$ cat config.mk
export PLATFORM = sky130hd
export DESIGN_NAME = jtkunio_ba_arb
export DESIGN_NICKNAME = d
export VERILOG_FILES = /design/src/rtl/jtkunio_ba_arb.sv
export SDC_FILE = /design/constraint.sdc
export NUM_CORES = 1
export LEC_CHECK = 0
export ABC_CLOCK_PERIOD_IN_PS = 3300
export BUFFER_PORTS_ARGS = -buffer_cell sky130_fd_sc_hd__buf_2
export CAP_MARGIN = 15
export CORE_ASPECT_RATIO = 1.2
export CORE_UTILIZATION = 49
export CTS_CLUSTER_SIZE = 16
export DETAILED_ROUTE_END_ITERATION = 7
export PLACE_DENSITY = 0.87
export SYNTH_ARGS = -nofsm -noshare
export SYNTH_HDL_FRONTEND = slang
export SYNTH_SLANG_ARGS = --single-unit
$ cat constraint.sdc
create_clock -name clk -period 3.3 [get_ports clk]
set_input_delay 0.495 -clock clk [delete_from_list [all_inputs] [get_ports clk]]
set_output_delay 0.495 -clock clk [all_outputs]
set_load 0.01 [all_outputs]
$ cat src/rtl/jtkunio_ba_arb.sv
// jtkunio_ba_arb
// Arbitrates four bank requesters onto a single SDRAM read port and inserts
// one refresh slot for each rising edge of the horizontal sync.
//
// Ports
//   clk, rst          system clock, asynchronous active-high reset
//   hs                horizontal sync; a rising edge requests one refresh slot
//   ba0..3_addr       word address of each bank requester
//   ba_rd             per-bank read request (level, held until ba_ack)
//   ba_ack/dst/rdy    per-bank handshakes routed back from the SDRAM core
//   sdr_req           read request to the SDRAM core
//   sdr_addr, sdr_ba  granted address and bank number
//   sdr_rfsh          refresh command strobe (first refresh cycle only)
//   sdr_ack/dst/rdy   SDRAM core handshakes for the current request
//
// state | meaning
// IDLE  | arbitrate: refresh first, otherwise round-robin bank grant
// REQ   | sdr_req high, waiting for sdr_ack
// DATA  | burst in progress, waiting for sdr_rdy
// RFSH  | refresh slot, RFSH_CYC cycles long
module jtkunio_ba_arb #(
  parameter int RFSH_CYC = 8,
  parameter int RFSH_EN  = 1
) (
  input  logic        clk,
  input  logic        rst,
  input  logic        hs,
  input  logic [21:0] ba0_addr,
  input  logic [21:0] ba1_addr,
  input  logic [21:0] ba2_addr,
  input  logic [21:0] ba3_addr,
  input  logic [3:0]  ba_rd,
  output logic [3:0]  ba_ack,
  output logic [3:0]  ba_dst,
  output logic [3:0]  ba_rdy,
  output logic        sdr_req,
  output logic [21:0] sdr_addr,
  output logic [1:0]  sdr_ba,
  output logic        sdr_rfsh,
  input  logic        sdr_ack,
  input  logic        sdr_dst,
  input  logic        sdr_rdy
);

  localparam int CW = $clog2(RFSH_CYC) + 1;
  localparam logic [CW-1:0] RFSH_LOAD = CW'(RFSH_CYC - 1);

  typedef enum logic [1:0] {
    IDLE = 2'd0,
    REQ  = 2'd1,
    DATA = 2'd2,
    RFSH = 2'd3
  } state_t;

  state_t        state;
  state_t        nx_state;
  logic          hs_l;
  logic          hs_rise;
  logic          rfsh_pend;
  logic          rfsh_due;
  logic          rfsh_first;
  logic [CW-1:0] rfsh_cnt;
  logic [1:0]    last_grant;
  logic [1:0]    rr_idx;
  logic [1:0]    rr_sel;
  logic          rr_hit;
  logic [3:0]    grant_oh;
  logic          go_req;
  logic          go_rfsh;

  function automatic logic [21:0] addr_of(input logic [1:0] sel,
                                          input logic [21:0] a0,
                                          input logic [21:0] a1,
                                          input logic [21:0] a2,
                                          input logic [21:0] a3);
    logic [21:0] a;
    case (sel)
      2'd0:    a = a0;
      2'd1:    a = a1;
      2'd2:    a = a2;
      default: a = a3;
    endcase
    return a;
  endfunction

  assign hs_rise = hs & ~hs_l;
  // The edge itself counts as due, so an hs edge coinciding with a request
  // in IDLE still wins over the request.
  assign rfsh_due = (RFSH_EN != 0) && (rfsh_pend || hs_rise);

  // Round robin: scan starting at the bank after the last completed grant.
  // At i=4 the index wraps back to last_grant itself.
  always_comb begin
    rr_hit = 1'b0;
    rr_sel = last_grant;
    rr_idx = 2'd0;
    for (int i = 1; i <= 4; i++) begin
      rr_idx = last_grant + 2'(i);
      if (!rr_hit && ba_rd[rr_idx]) begin
        rr_hit = 1'b1;
        rr_sel = rr_idx;
      end
    end
  end

  always_comb begin
    nx_state = state;
    go_req   = 1'b0;
    go_rfsh  = 1'b0;
    case (state)
      IDLE: begin
        if (rfsh_due) begin
          nx_state = RFSH;
          go_rfsh  = 1'b1;
        end else if (rr_hit) begin
          nx_state = REQ;
          go_req   = 1'b1;
        end
      end
      REQ:     if (sdr_ack) nx_state = DATA;
      DATA:    if (sdr_rdy) nx_state = IDLE;
      RFSH:    if (rfsh_cnt == '0) nx_state = IDLE;
      default: nx_state = IDLE;
    endcase
  end

  // Handshake routing is purely a function of the registered state and the
  // held grant, so a requester dropping ba_rd mid-cycle changes nothing.
  assign grant_oh = 4'b0001 << sdr_ba;

  always_comb begin
    sdr_req  = (state == REQ);
    sdr_rfsh = (state == RFSH) && rfsh_first;
    ba_ack   = 4'b0000;
    ba_dst   = 4'b0000;
    ba_rdy   = 4'b0000;
    if (state == REQ && sdr_ack) ba_ack = grant_oh;
    if (state == DATA) begin
      if (sdr_dst) ba_dst = grant_oh;
      if (sdr_rdy) ba_rdy = grant_oh;
    end
  end

  always_ff @(posedge clk or posedge rst) begin
    if (rst) begin
      state      <= IDLE;
      hs_l       <= 1'b0;
      rfsh_pend  <= 1'b0;
      rfsh_first <= 1'b0;
      rfsh_cnt   <= '0;
      last_grant <= 2'd3;
      sdr_addr   <= 22'd0;
      sdr_ba     <= 2'd0;
    end else begin
      state <= nx_state;
      hs_l  <= hs;

      // Clearing on entry takes priority: the edge that triggered this
      // refresh is consumed, not re-queued.
      if (go_rfsh)
        rfsh_pend <= 1'b0;
      else if (hs_rise)
        rfsh_pend <= 1'b1;

      if (go_req) begin
        sdr_ba   <= rr_sel;
        sdr_addr <= addr_of(rr_sel, ba0_addr, ba1_addr, ba2_addr, ba3_addr);
      end

      if (state == DATA && sdr_rdy)
        last_grant <= sdr_ba;

      if (go_rfsh) begin
        rfsh_cnt   <= RFSH_LOAD;
        rfsh_first <= 1'b1;
      end else if (state == RFSH) begin
        rfsh_first <= 1'b0;
        if (rfsh_cnt != '0)
          rfsh_cnt <= rfsh_cnt - 1'b1;
      end
    end
  end

endmodule

==> results by group, run 1 <==
Run status
  – Result of the run: finished, final reports clean

Floorplan
  – Die H: 80.4 um
  – I/O Pins: 136
  – Core area: 4940 um^2
  – Die area: 5410 um^2
  – Initial Util: 0.508
  – Rows: 28
  – Horiz. Die Dim: 67.3 um

Clock tree
  – Inserted Clock Buffers: 5
  – Worst skew pair latency: 0.29 ns
  – Post-CTS repair timing setup buffer count: 0
  – Number of clock sinks: 35
  – H-tree Lvls: 2
  – Clock input transition at the sequential cells of the worst setup and hold paths: 0.08 ns
  – Clk buf depth: 2
  – TritonCTS clock tree: yes
  – Cts hold-fix bufs: 0
  – Cts repair resizes: 0
  – Cell chosen for the clock root: sky130_fd_sc_hd__clkbuf_8

Cells and area
  – Final Net Count: 492
  – Inserted Diodes: 0
  – Area Growth Syn to Fin: 29.7%
  – Share of final-layout standard cells stronger than drive strength 1: 0.490

Global route
  – Global routing met1 resource utilization: 0.337
  – Met3 capacity usage during global routing: 0.0497
  – Number of global-route vias before repair: 2427
  – Met2 Use GR: 0.448
  – Peak-usage layer in the global routing report: met2
  – Maximum number of pins on one net before global-route repair: 46
  – Total global routing track utilization: 0.270
  – Residual overflow from global routing: 0
  – Antenna violations before repair: 0
  – Global-route wire length before repair: 11200 um

Timing
  – Fraction of the cycle the final worst path needs: 0.750
  – Remaining max-slew budget at the tightest pin: 0.379
  – Least setup slack across all paths after layout: 0.826 ns
  – Total negative setup slack: 0 ns
  – Worst slew pin tran: 0.928 ns
  – Max Slew Vio Count: 0
  – # setup viols final: 0
  – Number of endpoints with negative hold slack in the final report: 0
  – Final min period: 2.47 ns
  – Highest Clock Rate: 0.404 GHz
  – Clock Skew: 0.0101 ns
  – RSZ-0062 raised after global routing: no

Drt
  – 1st-pass router iterations: 4
  – Post-detailed-route via-to-cell ratio: 5.87
  – WL per Instance: 16.0 um
  – Final antenna-violating net count: 0
  – Via total after detailed routing: 2666
  – DRC Markers: 0
  – Final WL: 7290 um
  – Initial DRC count: 159

Worst setup path
  – Reg2reg path depth: 6
  – Cell type of the slowest stage on the worst timing path: sky130_fd_sc_hd__dfstp_2
  – Critical path class: register to register
  – RR Startpoint: last_grant[1]
  – Bufs and invs on worst path: 2
  – Biggest fanout along the worst timing path: 24
  – Req. time, crit path: 3.50 ns
  – CP startpoint kind: register
  – Crit. End Element: register
  – Delay of the slowest cell on the worst path: 0.60 ns
  – Signal arrival time at the worst endpoint: 2.68 ns
  – Crit path max-delay family: compound AO/OA/AOI/OAI gates
  – Series of cell instances along the critical path: inv_1, a22oi_1, o22a_2, buf_4, a31oi_1, a211oi_2
  – Reg-to-reg critical path endpoint: sdr_addr[18]
  – Internal reg-to-reg setup slack: 0.83 ns

Synth
  – Ranking of synthesized cells by area: sky130_fd_sc_hd__dfrtp_1 33%, sky130_fd_sc_hd__a221oi_2 11%, sky130_fd_sc_hd__a211oi_2 9.5%
  – Number of enable-type register cells in the synthesized netlist: 0
  – Number of flip-flops and latches in the synthesized netlist: 35
  – Dominant cell by count in the synthesized netlist: sky130_fd_sc_hd__nor2_1
  – Post-Syn Instances: 272
  – Mean Syn Cell Area: 9.22 um^2
  – Net Count, Synth: 371
  – Yosys warning count: 0
  – Sequential-to-total area share from yosys stat: 0.350
  – Most instantiated cells after synthesis: 39 x sky130_fd_sc_hd__nor2_1, 33 x sky130_fd_sc_hd__dfrtp_1, 24 x sky130_fd_sc_hd__a31oi_1
  – Area share of the largest cell type after synthesis: 0.329
  – Post-Synthesis Cell Area: 2510 um^2
  – Largest area contributor in the netlist: sky130_fd_sc_hd__dfrtp_1
  – Number of library cell types mapped by synthesis: 41
  – Post-synth ARST share: 1.00
  – Most instantiated flip-flop cell in the synthesis netlist: sky130_fd_sc_hd__dfrtp_1

Job
  – Max capacitance violation total: 0

Power
  – Maximum vdd drop: 422 uV
  – Power density over the cells: 810 nW/um^2
  – Leakage power figure: 1.51 nW

Place
  – Global placer's final weighted congestion: 0.788
  – Pre-CTS worst setup slack: 0.837 ns
  – Port buffer count: 135
  – Post-DP HPWL: 5170 um

Min path
  – Path category of the worst min-delay check: input port to async pin
## state kept, by name, indices dropped and copies added, names as in the netlist
signal and cells:
sdr_addr 22, rfsh_cnt 4, last_grant 2, sdr_ba 2, state 2, hs_l 1
rfsh_first 1, rfsh_pend 1
## metrics by stage
step                      instances  power [mW]  area (um^2)   util  hold slack [ns]
after floorplan                 272        1.90         2510      -            0.490
after global placement          446        2.26         3170  0.642            0.506
after detailed placement        446        2.33         3170  0.642            0.533
after CTS                       454        2.64         3250  0.659            0.320
after global routing            454        2.83         3250  0.659            0.324
final                           454        2.64         3250  0.659            0.302
## worst reg2reg max path, cell delays in order (launching register included)
cell and delay, ns:
sky130_fd_sc_hd__dfstp_2 0.60, sky130_fd_sc_hd__inv_1 0.06, sky130_fd_sc_hd__a22oi_1 0.32, sky130_fd_sc_hd__o22a_2 0.57, sky130_fd_sc_hd__buf_4 0.41, sky130_fd_sc_hd__a31oi_1 0.17, sky130_fd_sc_hd__a211oi_2 0.26
## kinds of logic (layout without fill, tap and decap cells)
group | count (synthesis) | after routing | share of synthesized area
flip-flops | 35 | 35 | 0.350
AND/OR/NAND/NOR | 93 | 93 | 0.185
multiplexers | 2 | 2 | 0.00848
XOR/XNOR | 2 | 2 | 0.00698
buffers and inverters | 34 | 156 | 0.0693
adder cells (fa/ha/maj) | 1 | 1 | 0.00499
AO/OA/AOI/OAI | 105 | 105 | 0.375
## cell usage in the layout (no fill, tap or decap), types with 2 or more instances in the layout
| cell type | instances |
|---|---|
| sky130_fd_sc_hd__buf_2 | 135 |
| sky130_fd_sc_hd__nor2_1 | 39 |
| sky130_fd_sc_hd__dfrtp_1 | 33 |
| sky130_fd_sc_hd__a21oi_1 | 23 |
| sky130_fd_sc_hd__a31oi_1 | 23 |
| sky130_fd_sc_hd__and2_1 | 23 |
| sky130_fd_sc_hd__a221oi_2 | 19 |
| sky130_fd_sc_hd__a211oi_2 | 19 |
| sky130_fd_sc_hd__nand2_1 | 12 |
| sky130_fd_sc_hd__inv_1 | 8 |
| sky130_fd_sc_hd__o21ai_0 | 5 |
| sky130_fd_sc_hd__nor3_1 | 5 |
| sky130_fd_sc_hd__clkbuf_8 | 5 |
| sky130_fd_sc_hd__buf_4 | 5 |
| sky130_fd_sc_hd__nand2b_1 | 4 |
| sky130_fd_sc_hd__nor2b_1 | 3 |
| sky130_fd_sc_hd__a221oi_1 | 3 |
| sky130_fd_sc_hd__a211oi_1 | 3 |
| sky130_fd_sc_hd__a22oi_1 | 2 |
| sky130_fd_sc_hd__nand3_1 | 2 |
| sky130_fd_sc_hd__clkbuf_1 | 2 |
| sky130_fd_sc_hd__dfstp_2 | 2 |
## power breakdown
group          total (mW)  internal (mW)  switching [mW]  leakage [nW]
Sequential          0.835          0.647           0.188         0.393
Combinational        1.50          0.574           0.923          1.08
Clock               0.303          0.148           0.155        0.0422
Total                2.64           1.37            1.27          1.51
## how the worst max path moves through the flow
stage / end / start / cells after the start
final: sdr_addr[18] / last_grant[1] / 6
after global placement: sdr_addr[19] / ba_rd[3] / 6
after detailed placement: sdr_addr[7] / hs / 6
after CTS: sdr_addr[18] / last_grant[1] / 6
after global routing: sdr_addr[18] / last_grant[1] / 6
after floorplan: sdr_addr[10] / last_grant[1] / 8
## layout make-up
class | count | area [um^2]
Fill cell | 410 | 1690
Sequential cell | 35 | 878
Inverter | 8 | 30.0
Timing Repair Buffer | 140 | 713
Clock inverter | 1 | 5.00
Multi-Input combinational cell | 203 | 1480
Clock buffer | 7 | 76.3
Tap cell | 60 | 75.1
## per-layer routing
| layer | routed length, um | part of all wire |
|---|---|---|
| met1 | 3030 | 0.42 |
| met2 | 3710 | 0.51 |
| met3 | 407 | 0.056 |
| met4 | 137 | 0.019 |
| met5 | 0 | 0 |
Note: power is estimated with default switching activity, not from simulation.
==> inputs of run 2 (changes only) <==
ABC_CLOCK_PERIOD_IN_PS = 2400   (was 3300)
CORE_UTILIZATION = 45   (was 49)
PLACE_DENSITY = 0.81   (was 0.87)
clock period = 2.4 ns   (was 3.3 ns; I/O delays follow)
==> run 2 against run 1 <==
Compared with the run above:
- critical path depth is the same
- worst hold slack worse by 0.14 ns
- final area is 1.3% higher
- sequential power grew 37%
- die area grew 8.6%
- total power increased by 39%
- maximum frequency grew 24%
- utilization shrank 4.0 points
- sequential share of layout area fell by 0.36 points
- non-clock buffer count grew 3
- critical path type unchanged
==> results by group, run 2 (same netlist as run 1, synthesis figures left out) <==
Global route
  – Antenna violations before repair: 0 (unchanged)
  – Number of global-route vias before repair: 2623 (+8.1%)
  – Total global routing track utilization: 0.249 (-0.0206)
  – Global-route wire length before repair: 11800 um (+5.8%)
  – Maximum number of pins on one net before global-route repair: 46 (unchanged)
  – Residual overflow from global routing: 0 (unchanged)

Place
  – Port buffer count: 135 (unchanged)
  – Instance count after placement with tap cells included: 451 (+1.1%)
  – Global placer's final weighted congestion: 0.800 (+1.6%)
  – Post-DP HPWL: 4930 um (-4.6%)

Cells and area
  – Inserted Diodes: 0 (unchanged)
  – Commonest cells after routing, fill and taps aside: 135 x sky130_fd_sc_hd__buf_2, 39 x sky130_fd_sc_hd__nor2_1, 33 x sky130_fd_sc_hd__dfrtp_1
  – Final standard cell count with taps included and fillers excluded: 458 (+0.88%)
  – Final Net Count: 495 (+0.61%)
  – Area Growth Syn to Fin: 31.4%
  – Max FFs per register: 22 (unchanged)
  – Core utilization of the finished layout: 0.618 (-0.0405)
  – Top reg by flops: sdr_addr
  – Share of final-layout standard cells stronger than drive strength 1: 0.497 (+0.00763)
  – Largest registers: sdr_addr: 22 flops, rfsh_cnt: 4 flops
  – Commonest non-fill, non-tap cell in the layout: sky130_fd_sc_hd__buf_2

Floorplan
  – Rows: 29 (+3.6%)
  – Die H: 83.8 um (+4.2%)
  – Die area: 5880 um^2 (+8.6%)
  – Horiz. Die Dim: 70.2 um (+4.2%)
  – Initial Util: 0.470 (-0.0375)
  – Core area: 5330 um^2 (+8.0%)
  – I/O Pins: 136 (unchanged)

Drt
  – Post-detailed-route via-to-cell ratio: 5.77 (-1.7%)
  – Final WL: 7120 um (-2.3%)
  – WL per Instance: 15.5 um (-3.1%)
  – Via total after detailed routing: 2643 (-0.86%)
  – DRC Markers: 0 (unchanged)
  – Final antenna-violating net count: 0 (unchanged)
  – 1st-pass router iterations: 4 (unchanged)
  – Initial DRC count: 134 (-16%)

Timing
  – Max Slew Vio Count: 0 (unchanged)
  – RSZ-0062 raised after global routing: no
  – Worst slew pin tran: 0.576 ns (-0.352 ns)
  – # setup viols final: 0 (unchanged)
  – Fraction of the cycle the final worst path needs: 0.829 (+0.0793)
  – Remaining max-slew budget at the tightest pin: 0.616 (+0.237)
  – Final min period: 1.99 ns (-0.484 ns)
  – Total negative setup slack: 0 ns (unchanged)
  – Number of endpoints with negative hold slack in the final report: 0 (unchanged)
  – Highest Clock Rate: 0.503 GHz (+24%)
  – Smallest hold slack: 0.159 ns (-0.143 ns)
  – Clock Skew: 0.00373 ns (-0.00639 ns)

Clock tree
  – Cell chosen for the clock root: sky130_fd_sc_hd__clkbuf_8
  – TritonCTS clock tree: yes
  – Clk buf depth: 2 (unchanged)
  – Number of clock sinks: 35 (unchanged)
  – Inserted Clock Buffers: 5 (unchanged)
  – Cts repair resizes: 0 (unchanged)
  – Post-CTS repair timing setup buffer count: 0 (unchanged)
  – H-tree Lvls: 2 (unchanged)
  – Clock input transition at the sequential cells of the worst setup and hold paths: 0.07 ns (about the same)
  – Cts hold-fix bufs: 0 (unchanged)
  – Worst skew pair latency: 0.28 ns (about the same)

Worst setup path
  – Crit. End Element: register
  – Internal reg-to-reg setup slack: 0.41 ns (-0.42 ns)
  – RR Startpoint: last_grant[1]
  – Signal arrival time at the worst endpoint: 2.15 ns (-0.53 ns)
  – Reg2reg path depth: 6 (unchanged)
  – Critical path class: register to register
  – Biggest fanout along the worst timing path: 44 (+83%)
  – Reg-to-reg critical path endpoint: sdr_addr[5]
  – Req. time, crit path: 2.56 ns (-0.94 ns)
  – CP startpoint kind: register

Power
  – Final Power: 3.66 mW (+39%)
  – Power density over the cells: 1110 nW/um^2 (+37%)
  – Maximum vdd drop: 589 uV (+40%)
  – Leakage power figure: 1.54 nW (+1.6%)

Job
  – Max capacitance violation total: 0 (unchanged)

Run status
  – Result of the run: finished, final reports clean

Min path
  – Path category of the worst min-delay check: input port to async pin
run 2: routing by layer:
layer / global-route usage / share of wire / vias up
met5: 0 / 0 / -
met4: 0.0782 / 0.018 / 0
met3: 0.0519 / 0.063 / 15
met2: 0.423 / 0.50 / 127
met1: 0.316 / 0.42 / 1239
li1: - / - / 1262
run 2: through the flow:
stage / instance area (um^2) / setup WS [ns]
global route: 3300 / 0.275
global placement: 3210 / 0.402
detailed placement: 3210 / 0.361
CTS: 3300 / 0.404
finish: 3300 / 0.410
floorplan: 2510 / 0.497
run 2: cell type report:
class,instances,area (um^2)
clock buffers,6,82.6
clock inverters,1,5.00
fillers,457,2040
inverters,8,30.0
multi-input cells,203,1480
flip-flops and latches,35,878
well taps,62,77.6
repair buffers,143,748
run 2: worst max-delay path: stages (launching register included):
cell                       delay, ns
sky130_fd_sc_hd__dfstp_2        0.60
sky130_fd_sc_hd__inv_1          0.06
sky130_fd_sc_hd__a22oi_1        0.31
sky130_fd_sc_hd__o221ai_4       0.13
sky130_fd_sc_hd__buf_4          0.32
sky130_fd_sc_hd__a221oi_2       0.37
sky130_fd_sc_hd__a211oi_2       0.07
run 2: power breakdown:
part	internal, mW	total (mW)	switching [mW]	leakage, nW
clock network	0.225	0.430	0.205	0.0470
logic	0.828	2.09	1.27	1.10
registers	0.890	1.14	0.248	0.393
run 2: worst max-delay path by stage:
stage / from / end / slack, ns / cells after the start
floorplan: last_grant[1] / sdr_addr[10] / 0.50 / 8
global placement: ba_rd[2] / sdr_addr[20] / 0.40 / 6
detailed placement: ba_rd[2] / sdr_addr[0] / 0.36 / 6
CTS: last_grant[1] / sdr_addr[0] / 0.40 / 6
global route: last_grant[1] / sdr_addr[19] / 0.27 / 6
finish: last_grant[1] / sdr_addr[5] / 0.41 / 6
